`src/rtl/wtm_pkg.sv`:
```
// Shared width constants for the 5x5 Wallace-tree multiplier.
package wtm_pkg;
    localparam int unsigned WTM_OP_W   = 5;
    localparam int unsigned WTM_PROD_W = 10;
endpackage

```
`src/rtl/wtm_mult_if.sv`:
```
// Operand/product bundle for wtm_mult; master drives operands, slave returns product.
interface wtm_mult_if
    import wtm_pkg::*;
();
    logic [WTM_OP_W-1:0]   in1;
    logic [WTM_OP_W-1:0]   in2;
    logic [WTM_PROD_W-1:0] result;
    logic                  cout;

    modport master (output in1, output in2, input result, input cout);
    modport slave  (input in1, input in2, output result, output cout);
endinterface

```
`src/rtl/wtm_fa.sv`:
```
// 1-bit full adder; used as a half adder with i_cin tied low.
module wtm_fa (
    input  logic i_a,
    input  logic i_b,
    input  logic i_cin,
    output logic o_s,
    output logic o_co
);
    assign o_s  = i_a ^ i_b ^ i_cin;
    assign o_co = (i_a & i_b) | (i_cin & (i_a ^ i_b));
endmodule

```
`src/rtl/wtm_mult.sv`:
```
// Unsigned 5x5 Wallace-tree multiplier, registered product and carry-out.
// Define WTM_PIPE_EN to register the two reduced rows (latency 2 instead of 1).
module wtm_mult
    import wtm_pkg::*;
(
    input  logic       clock,
    input  logic       resetn,
    wtm_mult_if.slave  bus
);
    localparam int unsigned W = WTM_PROD_W;

    logic [W-1:0] w_row [WTM_OP_W];
    logic [W-1:0] w_la  [3];
    logic [W-1:0] w_lb  [3];
    logic [W-1:0] w_lc  [3];
    logic [W-1:0] w_sum [3];
    logic [W-1:0] w_co  [3];
    logic [W-1:0] w_fin_a;
    logic [W-1:0] w_fin_b;
    logic [W-1:0] w_rca_s;
    logic [W:0]   w_rca_c;
    logic         w_unused_co;
    logic [W-1:0] r_result;
    logic         r_cout;

    // Row i holds pp[i][j] = in1[j] & in2[i] at weight i+j.
    for (genvar i = 0; i < WTM_OP_W; i++) begin : g_pp
        assign w_row[i] = W'({{WTM_OP_W{bus.in2[i]}} & bus.in1}) << i;
    end

    // Three carry-save layers: 5 rows -> 4 -> 3 -> 2.
    assign w_la[0] = w_row[0];
    assign w_lb[0] = w_row[1];
    assign w_lc[0] = w_row[2];
    assign w_la[1] = w_sum[0];
    assign w_lb[1] = {w_co[0][W-2:0], 1'b0};
    assign w_lc[1] = w_row[3];
    assign w_la[2] = w_sum[1];
    assign w_lb[2] = {w_co[1][W-2:0], 1'b0};
    assign w_lc[2] = w_row[4];

    for (genvar l = 0; l < 3; l++) begin : g_layer
        for (genvar k = 0; k < W; k++) begin : g_col
            wtm_fa u_fa (
                .i_a   (w_la[l][k]),
                .i_b   (w_lb[l][k]),
                .i_cin (w_lc[l][k]),
                .o_s   (w_sum[l][k]),
                .o_co  (w_co[l][k])
            );
        end
    end

    // Top-column carries of the tree cannot be set since 31*31 < 1024.
    assign w_unused_co = w_co[0][W-1] ^ w_co[1][W-1] ^ w_co[2][W-1];

`ifdef WTM_PIPE_EN
    logic [W-1:0] r_row_a;
    logic [W-1:0] r_row_b;

    always_ff @(posedge clock or negedge resetn) begin
        if (!resetn) begin
            r_row_a <= '0;
            r_row_b <= '0;
        end else begin
            r_row_a <= w_sum[2];
            r_row_b <= {w_co[2][W-2:0], 1'b0};
        end
    end

    assign w_fin_a = r_row_a;
    assign w_fin_b = r_row_b;
`else
    assign w_fin_a = w_sum[2];
    assign w_fin_b = {w_co[2][W-2:0], 1'b0};
`endif

    assign w_rca_c[0] = 1'b0;
    for (genvar k = 0; k < W; k++) begin : g_rca
        wtm_fa u_fa (
            .i_a   (w_fin_a[k]),
            .i_b   (w_fin_b[k]),
            .i_cin (w_rca_c[k]),
            .o_s   (w_rca_s[k]),
            .o_co  (w_rca_c[k+1])
        );
    end

    always_ff @(posedge clock or negedge resetn) begin
        if (!resetn) begin
            r_result <= '0;
            r_cout   <= 1'b0;
        end else begin
            r_result <= w_rca_s;
            r_cout   <= w_rca_c[W];
        end
    end

    assign bus.result = r_result;
    assign bus.cout   = r_cout;
endmodule

```
`src/flat_wrapper.sv`:
```
// flat-port wrapper written by rule: the top's interface ports become plain ports
module wtm_mult_flat import wtm_pkg::*;
  (clock, resetn, bus_in1, bus_in2, bus_result, bus_cout);
  wtm_mult_if bus_i ();
  input  logic clock;
  input  logic resetn;
  input wire logic [$bits(bus_i.in1)-1:0] bus_in1;
  input wire logic [$bits(bus_i.in2)-1:0] bus_in2;
  output wire logic [$bits(bus_i.result)-1:0] bus_result;
  output wire logic [$bits(bus_i.cout)-1:0] bus_cout;
  assign bus_i.in1 = bus_in1;
  assign bus_i.in2 = bus_in2;
  assign bus_result = bus_i.result;
  assign bus_cout = bus_i.cout;
  wtm_mult u_core (.clock(clock), .resetn(resetn), .bus(bus_i));
endmodule
```
`config.mk`:
```
export PLATFORM = sky130hd
export DESIGN_NAME = wtm_mult_flat
export DESIGN_NICKNAME = d
export VERILOG_FILES = /design/src/rtl/wtm_pkg.sv /design/src/rtl/wtm_mult_if.sv /design/src/rtl/wtm_fa.sv /design/src/rtl/wtm_mult.sv /design/src/flat_wrapper.sv
export SDC_FILE = /design/constraint.sdc
export NUM_CORES = 1
export LEC_CHECK = 0
export CAP_MARGIN = 20
export CORE_MARGIN = 2
export CORE_UTILIZATION = 31
export CTS_CLUSTER_DIAMETER = 50
export DETAILED_ROUTE_END_ITERATION = 10
export GPL_ROUTABILITY_DRIVEN = 0
export REMOVE_ABC_BUFFERS = 1
export SKIP_LAST_GASP = 1
export SLEW_MARGIN = 10
export SYNTH_ARGS = -nofsm -noshare
export SYNTH_HDL_FRONTEND = slang
export SYNTH_SLANG_ARGS = --single-unit
export TNS_END_PERCENT = 100
```
`constraint.sdc`:
```
create_clock -name clock -period 0.8 [get_ports clock]
set_input_delay 0.12 -clock clock [delete_from_list [all_inputs] [get_ports clock]]
set_output_delay 0.12 -clock clock [all_outputs]
set_load 0.01 [all_outputs]
```
==> flow_metrics.py <==
metrics = {
    "outcome": {
        "status": "finished with violations",
        "violations": "setup timing",
    },
    "clock_tree": {
        "root_buffer": "clkbuf_4",
        "clk_pin_slew_worst_paths_ns": 0.06,
        "cts_max_level": 1,
        "cts.sinks": 10,
        "cts_max_path_buffers": 2,
        "numCtsBuffers": 3,
        "cts_tree": "built",
    },
    "floorplan": {
        "floorplan.initialDensity_pct": 32.3,
        "core-area_mm2": 0.00243,
        "dieArea_mm2": 0.00295,
        "rows": 18,
        "boundaryPins": 23,
        "fp.dieH_um": 54.3,
        "die_w_um": 54.3,
    },
    "timing": {
        "setup_ws_ns": -2.46,
        "finalCriticalPeriod_ns": 3.26,
        "max_freq_ghz": 0.306,
        "slew_viol_final": 0,
        "hold_viol": 0,
        "fin_setup_tns_ns": -12.74,
        "rsz0062_at_grt": "yes",
        "finalSetupViolCount": 18,
        "post-route-period-util_pct": 408,
    },
    "route": {
        "drt_iter0_drc": 2,
        "finalWirelength_um": 1400,
        "num_vias": 545,
        "vias_per_cell": 4.29,
        "detail_route.wl_per_cell_um": 11.0,
        "firstDrtPassIters": 4,
        "ant_nets": 0,
        "drc_errors": 0,
    },
    "worst_hold_path": {
        "hold_path.class": "input port to flip-flop",
    },
    "final_layout": {
        "final_cells": 127,
        "syn_to_final_growth_pct": 45.5,
        "final_core_util_pct": 47.0,
        "num_antenna_cells": 0,
        "n_fill_cell": 232,
        "drive_gt1_share_pct": 47.4,
        "fin_nets": 131,
        "largest_reg_flops": 10,
    },
    "setup_path": {
        "crit_required_ns": 1.00,
        "path_max_fanout": 5,
        "cp-end-kind": "flip-flop",
        "startpoint_type": "input port",
        "crit_arrival_ns": 3.46,
        "worstSetupPathType": "input port to flip-flop",
    },
    "yosys": {
        "synthMuxAreaShare_pct": 0,
        "synth-xor-area-share_pct": 0,
        "syn_area_um2": 786,
        "synthSimpleGateAreaFrac_pct": 16.2,
        "synth_top_family_by_area": "adder cells",
        "ys_types": 9,
        "avgSynthCellArea_um2": 11.9,
        "synth_seq_area_share_pct": 31.8,
        "synth_fa_ha_area_share_pct": 46.2,
        "yosysWarnings": 0,
        "ys_ff_latch": 10,
        "synth-compound-area-share_pct": 0,
        "synthCells": 66,
    },
    "power_and_ir_drop": {
        "power_density_mw_per_mm2": 1550,
        "ir_drop_v": 0.000895,
        "p_leak_nw": 0.572,
    },
    "global_routing": {
        "antenna_found_initial": 0,
        "grt_pass1_vias": 567,
        "grt_first_pass_wirelength_um": 2380,
        "gr-total-overflow": 0,
        "grt_util_all_layers_pct": 11.5,
        "grt_max_degree": 11,
    },
    "place": {
        "dpl.cell_count": 122,
        "io_buffers": 21,
        "dpl.hpwl_um": 1220,
    },
    "run": {
        "drv_cap": 0,
    },
}
==> metal layers <==
layer / share of wire (%) / vias to the layer above / global-route usage, %
met5: 0 / - / 0
met4: 2.1 / 0 / 7.50
met3: 4.9 / 4 / 0.820
met2: 56 / 13 / 19.9
met1: 37 / 274 / 13.5
li1: - / 254 / -
==> cells by family (layout without fill, tap and decap cells) <==
| family | Yosys count | in the layout |
|---|---|---|
| other | 1 | 1 |
| flip-flops | 10 | 10 |
| buffers and inverters | 10 | 41 |
| AND/OR/NAND/NOR | 25 | 25 |
| adder cells (fa/ha/maj) | 20 | 20 |
==> worst paths after layout <==
path	start	to	cells after the start	slack, ns
min in group asynchronous	resetn	u_core.bus.result[4]$_DFF_PN0_	2	0.14
min	bus_in2[0]	u_core.bus.result[0]$_DFF_PN0_	2	0.09
max	bus_in2[0]	u_core.bus.result[8]$_DFF_PN0_	11	-2.46
max in group asynchronous	resetn	u_core.bus.result[5]$_DFF_PN0_	2	0.52
==> worst max-delay path: stages <==
cell and delay [ns]:
buf_8 0.09, nand2_4 0.04, fa_1 0.53, inv_1 0.05, fa_1 0.49, fa_1 0.42
ha_2 0.19, fa_2 0.33, fa_2 0.34, fa_2 0.34, fa_2 0.52
==> through the flow <==
stage	total power [mW]	setup slack, ns	cell area (um^2)	hold WS (ns)
final	1.77	-2.46	1140	0.0943
after global routing	1.94	-2.54	1140	0.0896
after CTS	1.80	-2.46	1140	0.0822
after detailed placement	1.54	-3.53	1070	0.418
after global placement	1.52	-3.47	1070	0.422
after floorplan	1.08	-2.82	778	-0.176
==> layout by cell type (no fill, tap or decap) <==
cell | synthesis | routed
inv_1 | 9 | 6
buf_2 | 0 | 10
nand2_2 | 0 | 1
nand2_4 | 0 | 3
conb_1 | 1 | 1
buf_6 | 0 | 5
buf_4 | 1 | 7
fa_2 | 0 | 6
and2_1 | 12 | 12
ha_1 | 5 | 2
dfrtp_1 | 10 | 10
fa_1 | 15 | 9
and2_2 | 1 | 1
dlygate4sd2_1 | 0 | 1
buf_8 | 0 | 3
ha_4 | 0 | 2
nand2_1 | 12 | 8
ha_2 | 0 | 1
clkdlybuf4s50_1 | 0 | 2
inv_2 | 0 | 3
clkbuf_2 | 0 | 1
clkbuf_4 | 0 | 3
==> Yosys cell counts <==
cell type  count  area share, %
conb_1         1           0.48
ha_1           5            8.0
buf_4          1           0.96
dfrtp_1       10             32
nand2_1       12            5.7
and2_2         1           0.96
inv_1          9            4.3
fa_1          15             38
and2_1        12            9.6
==> final cells by class <==
class	instances	area [um^2]	area share (%)
Sequential cell	10	250	21.9
Multi-Input combinational cell	46	562	49.1
Timing Repair Buffer	29	238	20.8
Inverter	9	33.8	2.95
Tap cell	30	37.5	3.28
Clock buffer	3	22.5	1.97
==> power by group <==
group | leakage (nW) | switching, mW | internal, mW
Clock | 0.0138 | 0.145 | 0.172
Sequential | 0.122 | 0.0311 | 0.648
Combinational | 0.436 | 0.390 | 0.382
Total | 0.572 | 0.566 | 1.20
==> repair_timing <==
action                     CTS  global route
gates cloned                 0             0
hold buffers                 0             0
pin swaps                   10             4
gates resized for setup    104             3
setup buffers                2             0
setup endpoints to repair   19            19
No activity file was read; power rests on OpenSTA's default activity.
